### src/rtl/wb_stage_if.sv
// rtl/wb_stage_if.sv - writeback stage bundle: memory-stage handshake, dmem response, regfile write port
interface wb_stage_if #(
    parameter int XLEN = 64
);
    logic            in_valid;
    logic            in_ready;
    logic [4:0]      in_rd_addr;
    logic            in_wen;
    logic            in_is_load;
    logic [2:0]      in_funct3;
    logic [2:0]      in_addr_lo;
    logic [XLEN-1:0] in_result;
    logic            dmem_rvalid;
    logic [XLEN-1:0] dmem_rdata;
    logic [4:0]      rd_addr;
    logic            write_en;
    logic [XLEN-1:0] rd;
    logic            commit;
    logic [63:0]     instret;

    modport slave (
        input  in_valid, in_rd_addr, in_wen, in_is_load, in_funct3, in_addr_lo, in_result,
        input  dmem_rvalid, dmem_rdata,
        output in_ready, rd_addr, write_en, rd, commit, instret
    );

    modport master (
        output in_valid, in_rd_addr, in_wen, in_is_load, in_funct3, in_addr_lo, in_result,
        output dmem_rvalid, dmem_rdata,
        input  in_ready, rd_addr, write_en, rd, commit, instret
    );
endinterface

### src/rtl/wb_stage.sv
// rtl/wb_stage.sv - writeback stage: load align/extend, regfile write, retire count (WB_INSTRET_EN)
module wb_stage #(
    parameter int XLEN = 64
) (
    input  logic          clk,
    input  logic          rst_n,
    wb_stage_if.slave     bus
);
    localparam logic [1:0] S_IDLE     = 2'd0;
    localparam logic [1:0] S_WAIT_MEM = 2'd1;
    localparam logic [1:0] S_WRITE    = 2'd2;

    logic [1:0]      state_q, state_d;
    logic [4:0]      hold_rd_q;
    logic            hold_wen_q;
    logic [2:0]      hold_f3_q;
    logic [2:0]      hold_lo_q;
    logic [4:0]      rd_addr_q;
    logic            write_en_q;
    logic [XLEN-1:0] rd_q;
    logic            commit_q;

    logic            accept;
    logic            mem_done;
    logic [XLEN-1:0] shifted;
    logic [XLEN-1:0] load_val;

    assign bus.in_ready = (state_q != S_WAIT_MEM);
    assign accept       = bus.in_valid & bus.in_ready;
    assign mem_done     = (state_q == S_WAIT_MEM) & bus.dmem_rvalid;

    // Logical shift: bytes pulled in from above bit 63 read as zero.
    assign shifted = bus.dmem_rdata >> {hold_lo_q, 3'b000};

    always_comb begin
        load_val = shifted;
        case (hold_f3_q)
            3'b000:  load_val = {{(XLEN-8){shifted[7]}}, shifted[7:0]};
            3'b001:  load_val = {{(XLEN-16){shifted[15]}}, shifted[15:0]};
            3'b010:  load_val = {{(XLEN-32){shifted[31]}}, shifted[31:0]};
            3'b100:  load_val = {{(XLEN-8){1'b0}}, shifted[7:0]};
            3'b101:  load_val = {{(XLEN-16){1'b0}}, shifted[15:0]};
            3'b110:  load_val = {{(XLEN-32){1'b0}}, shifted[31:0]};
            default: load_val = shifted;
        endcase
    end

    always_comb begin
        state_d = state_q;
        case (state_q)
            S_WAIT_MEM: if (bus.dmem_rvalid) state_d = S_WRITE;
            S_IDLE, S_WRITE: begin
                if (accept) state_d = bus.in_is_load ? S_WAIT_MEM : S_WRITE;
                else        state_d = S_IDLE;
            end
            default: state_d = S_IDLE;
        endcase
    end

    always_ff @(posedge clk or negedge rst_n) begin
        if (!rst_n) begin
            state_q    <= S_IDLE;
            hold_rd_q  <= '0;
            hold_wen_q <= 1'b0;
            hold_f3_q  <= '0;
            hold_lo_q  <= '0;
            rd_addr_q  <= '0;
            write_en_q <= 1'b0;
            rd_q       <= '0;
            commit_q   <= 1'b0;
        end else begin
            state_q    <= state_d;
            write_en_q <= 1'b0;
            commit_q   <= 1'b0;
            if (accept) begin
                hold_rd_q  <= bus.in_rd_addr;
                hold_wen_q <= bus.in_wen;
                hold_f3_q  <= bus.in_funct3;
                hold_lo_q  <= bus.in_addr_lo;
            end
            // Accept and memory completion are exclusive: no accept while in WAIT_MEM.
            if (accept && !bus.in_is_load) begin
                rd_addr_q  <= bus.in_rd_addr;
                rd_q       <= bus.in_result;
                write_en_q <= bus.in_wen & (bus.in_rd_addr != 5'd0);
                commit_q   <= 1'b1;
            end else if (mem_done) begin
                rd_addr_q  <= hold_rd_q;
                rd_q       <= load_val;
                write_en_q <= hold_wen_q & (hold_rd_q != 5'd0);
                commit_q   <= 1'b1;
            end
        end
    end

    assign bus.rd_addr  = rd_addr_q;
    assign bus.write_en = write_en_q;
    assign bus.rd       = rd_q;
    assign bus.commit   = commit_q;

`ifdef WB_INSTRET_EN
    logic [63:0] instret_q;

    always_ff @(posedge clk or negedge rst_n) begin
        if (!rst_n)        instret_q <= '0;
        else if (commit_q) instret_q <= instret_q + 64'd1;
    end

    assign bus.instret = instret_q;
`else
    assign bus.instret = '0;
`endif
endmodule

### src/flat_wrapper.sv
// flat-port wrapper written by rule: the top's interface ports become plain ports
module wb_stage_flat 
#(
    parameter int XLEN = 64
)
  (clk, rst_n, bus_in_valid, bus_in_rd_addr, bus_in_wen, bus_in_is_load, bus_in_funct3, bus_in_addr_lo, bus_in_result, bus_dmem_rvalid, bus_dmem_rdata, bus_in_ready, bus_rd_addr, bus_write_en, bus_rd, bus_commit, bus_instret);
  wb_stage_if #(.XLEN(XLEN)) bus_i ();
  input  logic clk;
  input  logic rst_n;
  input wire logic [$bits(bus_i.in_valid)-1:0] bus_in_valid;
  input wire logic [$bits(bus_i.in_rd_addr)-1:0] bus_in_rd_addr;
  input wire logic [$bits(bus_i.in_wen)-1:0] bus_in_wen;
  input wire logic [$bits(bus_i.in_is_load)-1:0] bus_in_is_load;
  input wire logic [$bits(bus_i.in_funct3)-1:0] bus_in_funct3;
  input wire logic [$bits(bus_i.in_addr_lo)-1:0] bus_in_addr_lo;
  input wire logic [$bits(bus_i.in_result)-1:0] bus_in_result;
  input wire logic [$bits(bus_i.dmem_rvalid)-1:0] bus_dmem_rvalid;
  input wire logic [$bits(bus_i.dmem_rdata)-1:0] bus_dmem_rdata;
  output wire logic [$bits(bus_i.in_ready)-1:0] bus_in_ready;
  output wire logic [$bits(bus_i.rd_addr)-1:0] bus_rd_addr;
  output wire logic [$bits(bus_i.write_en)-1:0] bus_write_en;
  output wire logic [$bits(bus_i.rd)-1:0] bus_rd;
  output wire logic [$bits(bus_i.commit)-1:0] bus_commit;
  output wire logic [$bits(bus_i.instret)-1:0] bus_instret;
  assign bus_i.in_valid = bus_in_valid;
  assign bus_i.in_rd_addr = bus_in_rd_addr;
  assign bus_i.in_wen = bus_in_wen;
  assign bus_i.in_is_load = bus_in_is_load;
  assign bus_i.in_funct3 = bus_in_funct3;
  assign bus_i.in_addr_lo = bus_in_addr_lo;
  assign bus_i.in_result = bus_in_result;
  assign bus_i.dmem_rvalid = bus_dmem_rvalid;
  assign bus_i.dmem_rdata = bus_dmem_rdata;
  assign bus_in_ready = bus_i.in_ready;
  assign bus_rd_addr = bus_i.rd_addr;
  assign bus_write_en = bus_i.write_en;
  assign bus_rd = bus_i.rd;
  assign bus_commit = bus_i.commit;
  assign bus_instret = bus_i.instret;
  wb_stage #(.XLEN(XLEN)) u_core (.clk(clk), .rst_n(rst_n), .bus(bus_i));
endmodule
### config.mk
export PLATFORM = sky130hd
export DESIGN_NAME = wb_stage_flat
export DESIGN_NICKNAME = d
export VERILOG_FILES = /design/src/rtl/wb_stage_if.sv /design/src/rtl/wb_stage.sv /design/src/flat_wrapper.sv
export SDC_FILE = /design/constraint.sdc
export NUM_CORES = 1
export LEC_CHECK = 0
export ABC_AREA = 0
export CAP_MARGIN = 20
export CELL_PAD_IN_SITES_DETAIL_PLACEMENT = 0
export CELL_PAD_IN_SITES_GLOBAL_PLACEMENT = 1
export CORE_MARGIN = 3
export CORE_UTILIZATION = 30
export CTS_CLUSTER_DIAMETER = 60
export DETAILED_ROUTE_END_ITERATION = 6
export HOLD_SLACK_MARGIN = 0.02
export PLACE_DENSITY = 0.8
export SLEW_MARGIN = 10
export SYNTH_ARGS = -nofsm -noshare
export SYNTH_HDL_FRONTEND = slang
export SYNTH_SLANG_ARGS = --single-unit
### constraint.sdc
create_clock -name clk -period 2.52 [get_ports clk]
set_input_delay 0.756 -clock clk [delete_from_list [all_inputs] [get_ports clk]]
set_output_delay 0.756 -clock clk [all_outputs]
set_load 0.1 [all_outputs]
==> impl_results.md, run 1 <==
* Drt total wl at 24300 um
* Mapped Avg Cell Area at 9.94 um^2
* RSZ-0062 raised after global routing: no
* Vias in the first global route at 6077
* Max Fclk at 405 MHz
* Worst r2r path cells at 9
* Largest net degree at the start of global routing at 50
* Hold WS at 322 ps
* Final worst path period share at 0.979
* Area grow syn2layout at 46.1%
* Outcome: finished clean
* GP Congestion at 0.851
* Initial drt markers at 317
* Root buf cell: clkbuf_16
* Complex-gate fraction of the synthesized area at 0.230
* Pwr dens at 974 mW/mm^2
* CP Launch Point: bus_dmem_rdata[23]
* CTS Buffer Depth at 2
* Vias per cell at 5.29
* Met2 routed WL at 11800 um
* Die Ht at 149 um
* Peak VDD IR at 0.549 mV
* Setup TNS at 0 ps
* Wire per inst at 21.5 um
* Htree depth at 3
* Worst path required time at 2750 ps
* Seq/Total Area, Yosys at 0.345
* Syn Inst Count at 620
* Most common flop cell mapped by yosys: dfrtp_1
* Worst r2r src: u_core.hold_lo_q[1]
* Met3 routed WL at 1560 um
* Crit end category: register
* Fillcell total at 1921
* Placed cell count at 1107
* Starting Density at 0.311
* Worst r2r dst: u_core.bus.rd[43]
* DRC viols at 0
* Mux cell area share after synthesis at 0.217
* I/O Buffers at 216
* Flop pwr share at 0.226
* Critical path type: in2reg
* N_diodes at 0
* Most frequent cell after synthesis: dfrtp_1
* Final Hold Fails at 0
* Core area at 0.0198 mm^2
* Die area at 0.0223 mm^2
* Hold Buf Count CTS at 0
* Register-to-register setup slack at 150 ps
* First-pass DRT Iterations at 6
* Asr flop ratio synth at 1.00
* Yosys warning count at 0
* Via Count at 5979
* # rows at 51
* Min Tclk post-route at 2470 ps
* Cts bufs inserted at 9
* Xor/xnor share of the synthesized area at 0
* First-pass GRT wire length at 36400 um
* #FFs+latches synth at 85
* Clock sinks at 85
* Post-DP HPWL at 18700 um
* Top-area cell type share of the netlist area at 0.345
* Ports at 281
* MaxCap Viol Count at 0
* Final Non-Filler Cells at 1131
* Share of layout cells above drive strength 1 at 0.277
* Cell internal pwr at 0.00410 W
* Cell taking the most area after synthesis: dfrtp_1
* Switching part of the total at 0.533
* Comb pwr share at 0.607
* Yosys cell types at 41
* Mapped Area at 0.00616 mm^2
* Clock slew at reported path FFs at 60 ps
* Final clock skew at 9.30 ps
* Largest cells by area after synthesis: dfrtp_1 (35%), mux4_2 (9.5%), buf_4 (7.8%)
* Largest family of logic cells by synthesized area: compound AO/OA/AOI/OAI gates
* DIE WIDTH at 149 um
* Grt total ovfl at 0
* Post-Synth Adder-Cell Area at 0
* Crit path max fanout at 8
* Simple-gate portion of the synthesized area at 0.0885
* Nature of the critical path startpoint: primary input
* Psw at 0.00467 W
* Max-slew violations at 0
* WL met1 at 10400 um
* Gr usage total at 0.215
* Antenna violations before repair at 1
* Nets at 1006
* Post-DRT Antenna Nets at 0
* Number of flops mapped to enable cells by yosys at 0
* Worst-margin pin slew at 512 ps
* Clock power frac at 0.168
* Crit path to: u_core.bus.rd[34]
* TritonCTS clock tree: done
* Commonest cells in the netlist: dfrtp_1 (85), buf_4 (64), nand2_1 (58), a21oi_1 (50), o22ai_1 (48)
* Endpoints failing setup at 0
* Hold WC Path Type: in2async
* Worst endpoint data arrival time at 2700 ps
* DR top layer: met5
* Relative slew slack at 0.658
* Leakage at 3.84 nW
* Clk Latency, worst-skew pair at 350 ps
flip-flops by register name (all words and copies together) (netlist names):
signal,flops
u_core.bus.commit,1
u_core.bus.rd,64
u_core.bus.rd_addr,5
u_core.bus.write_en,1
u_core.hold_f3_q,3
u_core.hold_lo_q,3
u_core.hold_rd_q,5
u_core.hold_wen_q,1
u_core.state_q,2
worst min path at each step:
| stage | from | end | slack (ps) | cells after the start |
|---|---|---|---|---|
| CTS | rst_n | u_core.bus.rd[31] | 330 | 1 |
| global placement | u_core.state_q[0] | u_core.state_q[0] | 450 | 1 |
| floorplan | u_core.state_q[0] | u_core.state_q[0] | 430 | 1 |
| global route | rst_n | u_core.bus.rd[6] | 340 | 1 |
| detailed placement | u_core.state_q[0] | u_core.state_q[0] | 460 | 1 |
| finish | rst_n | u_core.hold_f3_q[0] | 320 | 1 |
metrics by stage:
step / util / power (W) / area, um^2 / setup slack [ps]
floorplan: - / 0.00586 / 6400 / 2.89
global placement: 0.431 / 0.00714 / 8560 / -621
detailed placement: 0.431 / 0.00718 / 8560 / -652
CTS: 0.454 / 0.00880 / 9010 / 24.9
global route: 0.454 / 0.00911 / 9010 / 19.4
finish: 0.454 / 0.00877 / 9010 / 52.8
power groups by stage:
stage	logic, W	clock network (W)	registers [W]
4_1_cts	0.00534	0.00149	0.00197
3_3_place_gp	0.00516	0	0.00199
6_report	0.00532	0.00147	0.00198
3_5_place_dp	0.00519	0	0.00199
2_1_floorplan	0.00186	0	0.00401
5_1_grt	0.00553	0.00155	0.00202
final cells by class:
type                            count  area (um^2)  area share
Clock inverter                      6         93.8      0.0104
Inverter                            2         7.51    0.000834
Sequential cell                    85         2130       0.237
Tap cell                          265          332      0.0368
Timing Repair Buffer              286         2650       0.294
Multi-Input combinational cell    477         3560       0.396
Clock buffer                       10          229      0.0254
routing by layer:
metal	global-route usage	up-vias
li1	-	2738
met1	0.285	2945
met2	0.362	261
met3	0.0398	33
met4	0.0590	2
met5	0	-
worst max-delay path, cell delays in order:
cell,delay [ps]
dlygate4sd2_1,260
mux2_4,280
mux4_2,490
and3_4,200
a2111oi_4,210
buf_4,210
buf_6,110
buf_12,130
a21oi_2,50
cells by family (layout without fill, tap and decap cells):
logic type | count (synthesis) | after routing
and+or+nand+nor | 111 | 111
AOI/OAI and AO/OA | 205 | 205
buffers and inverters | 121 | 304
muxes | 97 | 97
DFF | 85 | 85
other | 1 | 64
cell usage in the layout (no fill, tap or decap), types with 6 or more instances in the layout:
cell,synthesis,final
buf_12,0,9
nand3b_1,8,8
buf_4,64,131
o211ai_1,9,9
mux4_2,26,26
mux2i_1,36,36
a21oi_2,10,10
nor2_1,8,6
clkdlybuf4s50_1,0,136
nand2b_1,16,15
o21ai_0,14,14
dlygate4sd2_1,0,6
o22ai_1,48,48
clkbuf_16,0,9
dfrtp_1,85,82
a32oi_1,15,15
a22oi_1,32,32
a222oi_1,10,10
mux2_2,35,32
a21oi_1,50,50
nand2_1,58,58
conb_1,1,64
repair_timing:
| item | CTS | global route |
|---|---|---|
| pin swaps | 1 | 0 |
| setup endpoints to repair | 47 | 16 |
| hold endpoints to repair | 0 | 0 |
| setup buffers | 5 | 0 |
| gates cloned | 3 | 0 |
| gates resized for setup | 15 | 2 |
(Power assumes the default switching activity.)
==> inputs of run 2 (changes only) <==
--- a/config.mk
+++ b/config.mk
@@ -11,6 +11,7 @@
 export CELL_PAD_IN_SITES_GLOBAL_PLACEMENT = 1
 export CORE_MARGIN = 3
 export CORE_UTILIZATION = 30
+export CTS_BUF_LIST = sky130_fd_sc_hd__clkbuf_8
 export CTS_CLUSTER_DIAMETER = 60
 export DETAILED_ROUTE_END_ITERATION = 6
 export HOLD_SLACK_MARGIN = 0.02
==> run 2 against run 1 <==
- cell area decreased by 1.4%
- via count hardly changed
- sequential share of layout area increased by 0.33 points
- sequential power about the same
- register-to-register slack is essentially flat
- first-iteration DRC count up 17%
- hold slack lost 41 ps
- combinational power about the same
- clock skew grew 5.5 ps
- total power decreased by 4.3%
- routed wire length hardly changed
- largest power group unchanged
- highest routed layer unchanged
==> impl_results.md, run 2 (synthesis gave the netlist of run 1 again) <==
* Outcome: finished clean
* DIE WIDTH at 149 um (unchanged)
* Ports at 281 (unchanged)
* Cells along the critical path: dlygate4sd2_1 -> mux2_4 -> mux4_2 -> and3_4 -> a2111oi_4 -> buf_4 -> bufbuf_16 -> a21oi_1
* Peak VDD IR at 0.553 mV (+0.82%)
* Max Fclk at 406 MHz (+0.18%)
* Pwr dens at 945 mW/mm^2 (-3.0%)
* Post-DP HPWL at 18700 um (unchanged)
* Final worst path period share at 0.977 (-0.00176)
* Worst slack at placement at -652 ps (unchanged)
* Commonest non-fill, non-tap cells in the layout: clkdlybuf4s50_1 (136), buf_4 (132), dfrtp_1 (82)
* Wire per inst at 21.5 um (about the same)
* Crit path max fanout at 8 (unchanged)
* TritonCTS clock tree: done
* Max-slew violations at 0 (unchanged)
* Final clock skew at 14.8 ps (+5.48 ps)
* Starting Density at 0.311 (unchanged)
* Post-layout util at 0.448 (-0.00631)
* RSZ-0062 raised after global routing: no
* Worst r2r path cells at 8 (-1)
* Die area at 0.0223 mm^2 (unchanged)
* Initial drt markers at 372 (+17%)
* Worst path required time at 2800 ps (+50 ps)
* Worst-margin pin slew at 502 ps (-9.28 ps)
* # rows at 51 (unchanged)
* DRC viols at 0 (unchanged)
* Relative slew slack at 0.664 (+0.00620)
* MaxCap Viol Count at 0 (unchanged)
* Area grow syn2layout at 44.1%
* Vias per cell at 5.29 (about the same)
* Endpoints failing setup at 0 (unchanged)
* Worst r2r dst: u_core.bus.rd[48]
* Nature of the critical path startpoint: primary input
* Fillcell total at 1939 (+0.94%)
* Post-DRT Antenna Nets at 0 (unchanged)
* Clk Latency, worst-skew pair at 390 ps (+40 ps)
* Worst r2r src: u_core.hold_lo_q[1]
* Post-placement cell area at 0.00856 mm^2 (unchanged)
* Nets at 1005 (-0.099%)
* I/O Buffers at 216 (unchanged)
* Clock sinks at 85 (unchanged)
* Largest net degree at the start of global routing at 50 (unchanged)
* Vias in the first global route at 6083 (+0.099%)
* Min Tclk post-route at 2460 ps (-4.44 ps)
* Register-to-register setup slack at 140 ps (about the same)
* Die Ht at 149 um (unchanged)
* Worst path slowest cell: mux4_2
* GP Congestion at 0.851 (unchanged)
* Root buf cell: clkbuf_8
* Hold WC Path Type: in2async
* First-pass DRT Iterations at 7 (+1)
* Via Count at 5978 (-0.017%)
* Grt total ovfl at 0 (unchanged)
* Cts bufs inserted at 9 (unchanged)
* Antenna violations before repair at 1 (unchanged)
* First-pass GRT wire length at 36300 um (-0.21%)
* CP max stage delay at 490 ps (about the same)
* Htree depth at 3 (unchanged)
* Core area at 0.0198 mm^2 (unchanged)
* Drt total wl at 24300 um (about the same)
* Share of layout cells above drive strength 1 at 0.276 (-0.000836)
* Design Area, Final at 0.00888 mm^2 (-1.4%)
* Leakage at 3.79 nW (-1.2%)
* Setup WS post-layout at 57.2 ps (+4.44 ps)
* N_diodes at 0 (unchanged)
* Final Hold Fails at 0 (unchanged)
* Crit end category: register
* Hold Buf Count CTS at 0 (unchanged)
* Gr usage total at 0.215 (-0.000514)
* CTS Buffer Depth at 2 (unchanged)
* Worst endpoint data arrival time at 2740 ps (+40 ps)
* Critical path type: in2reg
* Most common cell after layout, fill and taps aside: clkdlybuf4s50_1
* Clock slew at reported path FFs at 100 ps (+40 ps)
* Largest register FFs at 64 (unchanged)
[run 2: changes by cell type in the layout (fill, tap and decap cells not counted)]
cell	previous run	this run
inv_1	2	3
clkbuf_8	0	9
buf_16	2	1
buf_8	0	1
buf_12	9	7
bufbuf_16	0	1
buf_4	131	132
buf_6	1	0
clkbuf_1	1	0
clkbuf_16	9	0
[run 2: timing repair]
item                                    in CTS  in global routing
pin swaps                                    1                  0
resized for setup                           12                  2
gates cloned                                 3                  0
endpoints found under the setup margin      47                  4
buffers inserted                             4                  0
[run 2: per-stage QoR]
step                      hold WS [ps]  total power [W]  std cells  setup TNS (ps)
after global routing               287          0.00873       1130               0
after global placement             454          0.00714       1107          -28250
final                              282          0.00839       1130               0
after detailed placement           461          0.00718       1107          -29460
after floorplan                    433          0.00586        683               0
after CTS                          277          0.00842       1130               0
[run 2: where the power goes]
part           switching [W]  internal [W]  total [W]
logic                0.00378       0.00152    0.00530
registers           0.000290       0.00169    0.00198
clock network       0.000554      0.000564    0.00112
total                0.00462       0.00377    0.00839
[run 2: layout make-up]
type	count	area (um^2)	share of cell area
inverter	2	7.51	0.000845
tap	265	332	0.0373
clock buffer	9	124	0.0139
multi-input combinational	477	3560	0.401
sequential	85	2130	0.240
timing repair buffer	285	2630	0.296
clock inverter	7	97.6	0.0110
[run 2: how the worst max path moves through the flow]
| stage | start | endpoint | slack, ps |
|---|---|---|---|
| detailed placement | bus_dmem_rdata[63] | u_core.bus.rd[59] | -650 |
| CTS | bus_dmem_rdata[63] | u_core.bus.rd[34] | 40 |
| global route | u_core.hold_lo_q[1] | u_core.bus.rd[48] | 10 |
| global placement | bus_dmem_rdata[63] | u_core.bus.rd[58] | -620 |
| finish | bus_dmem_rdata[23] | u_core.bus.rd[48] | 60 |
| floorplan | bus_dmem_rdata[31] | u_core.bus.rd[40] | 3 |
[run 2: metal layers]
metal | routed length (um) | global-route usage
met3 | 1450 | 0.0416
met1 | 10600 | 0.285
met4 | 484 | 0.0563
met2 | 11800 | 0.360
met5 | 13 | 0
[run 2: critical path: cells and delay by family]
family	cells	cell delay (ps)
simple gates	1	200
compound gates	2	270
buf+inv	3	720
mux	2	770
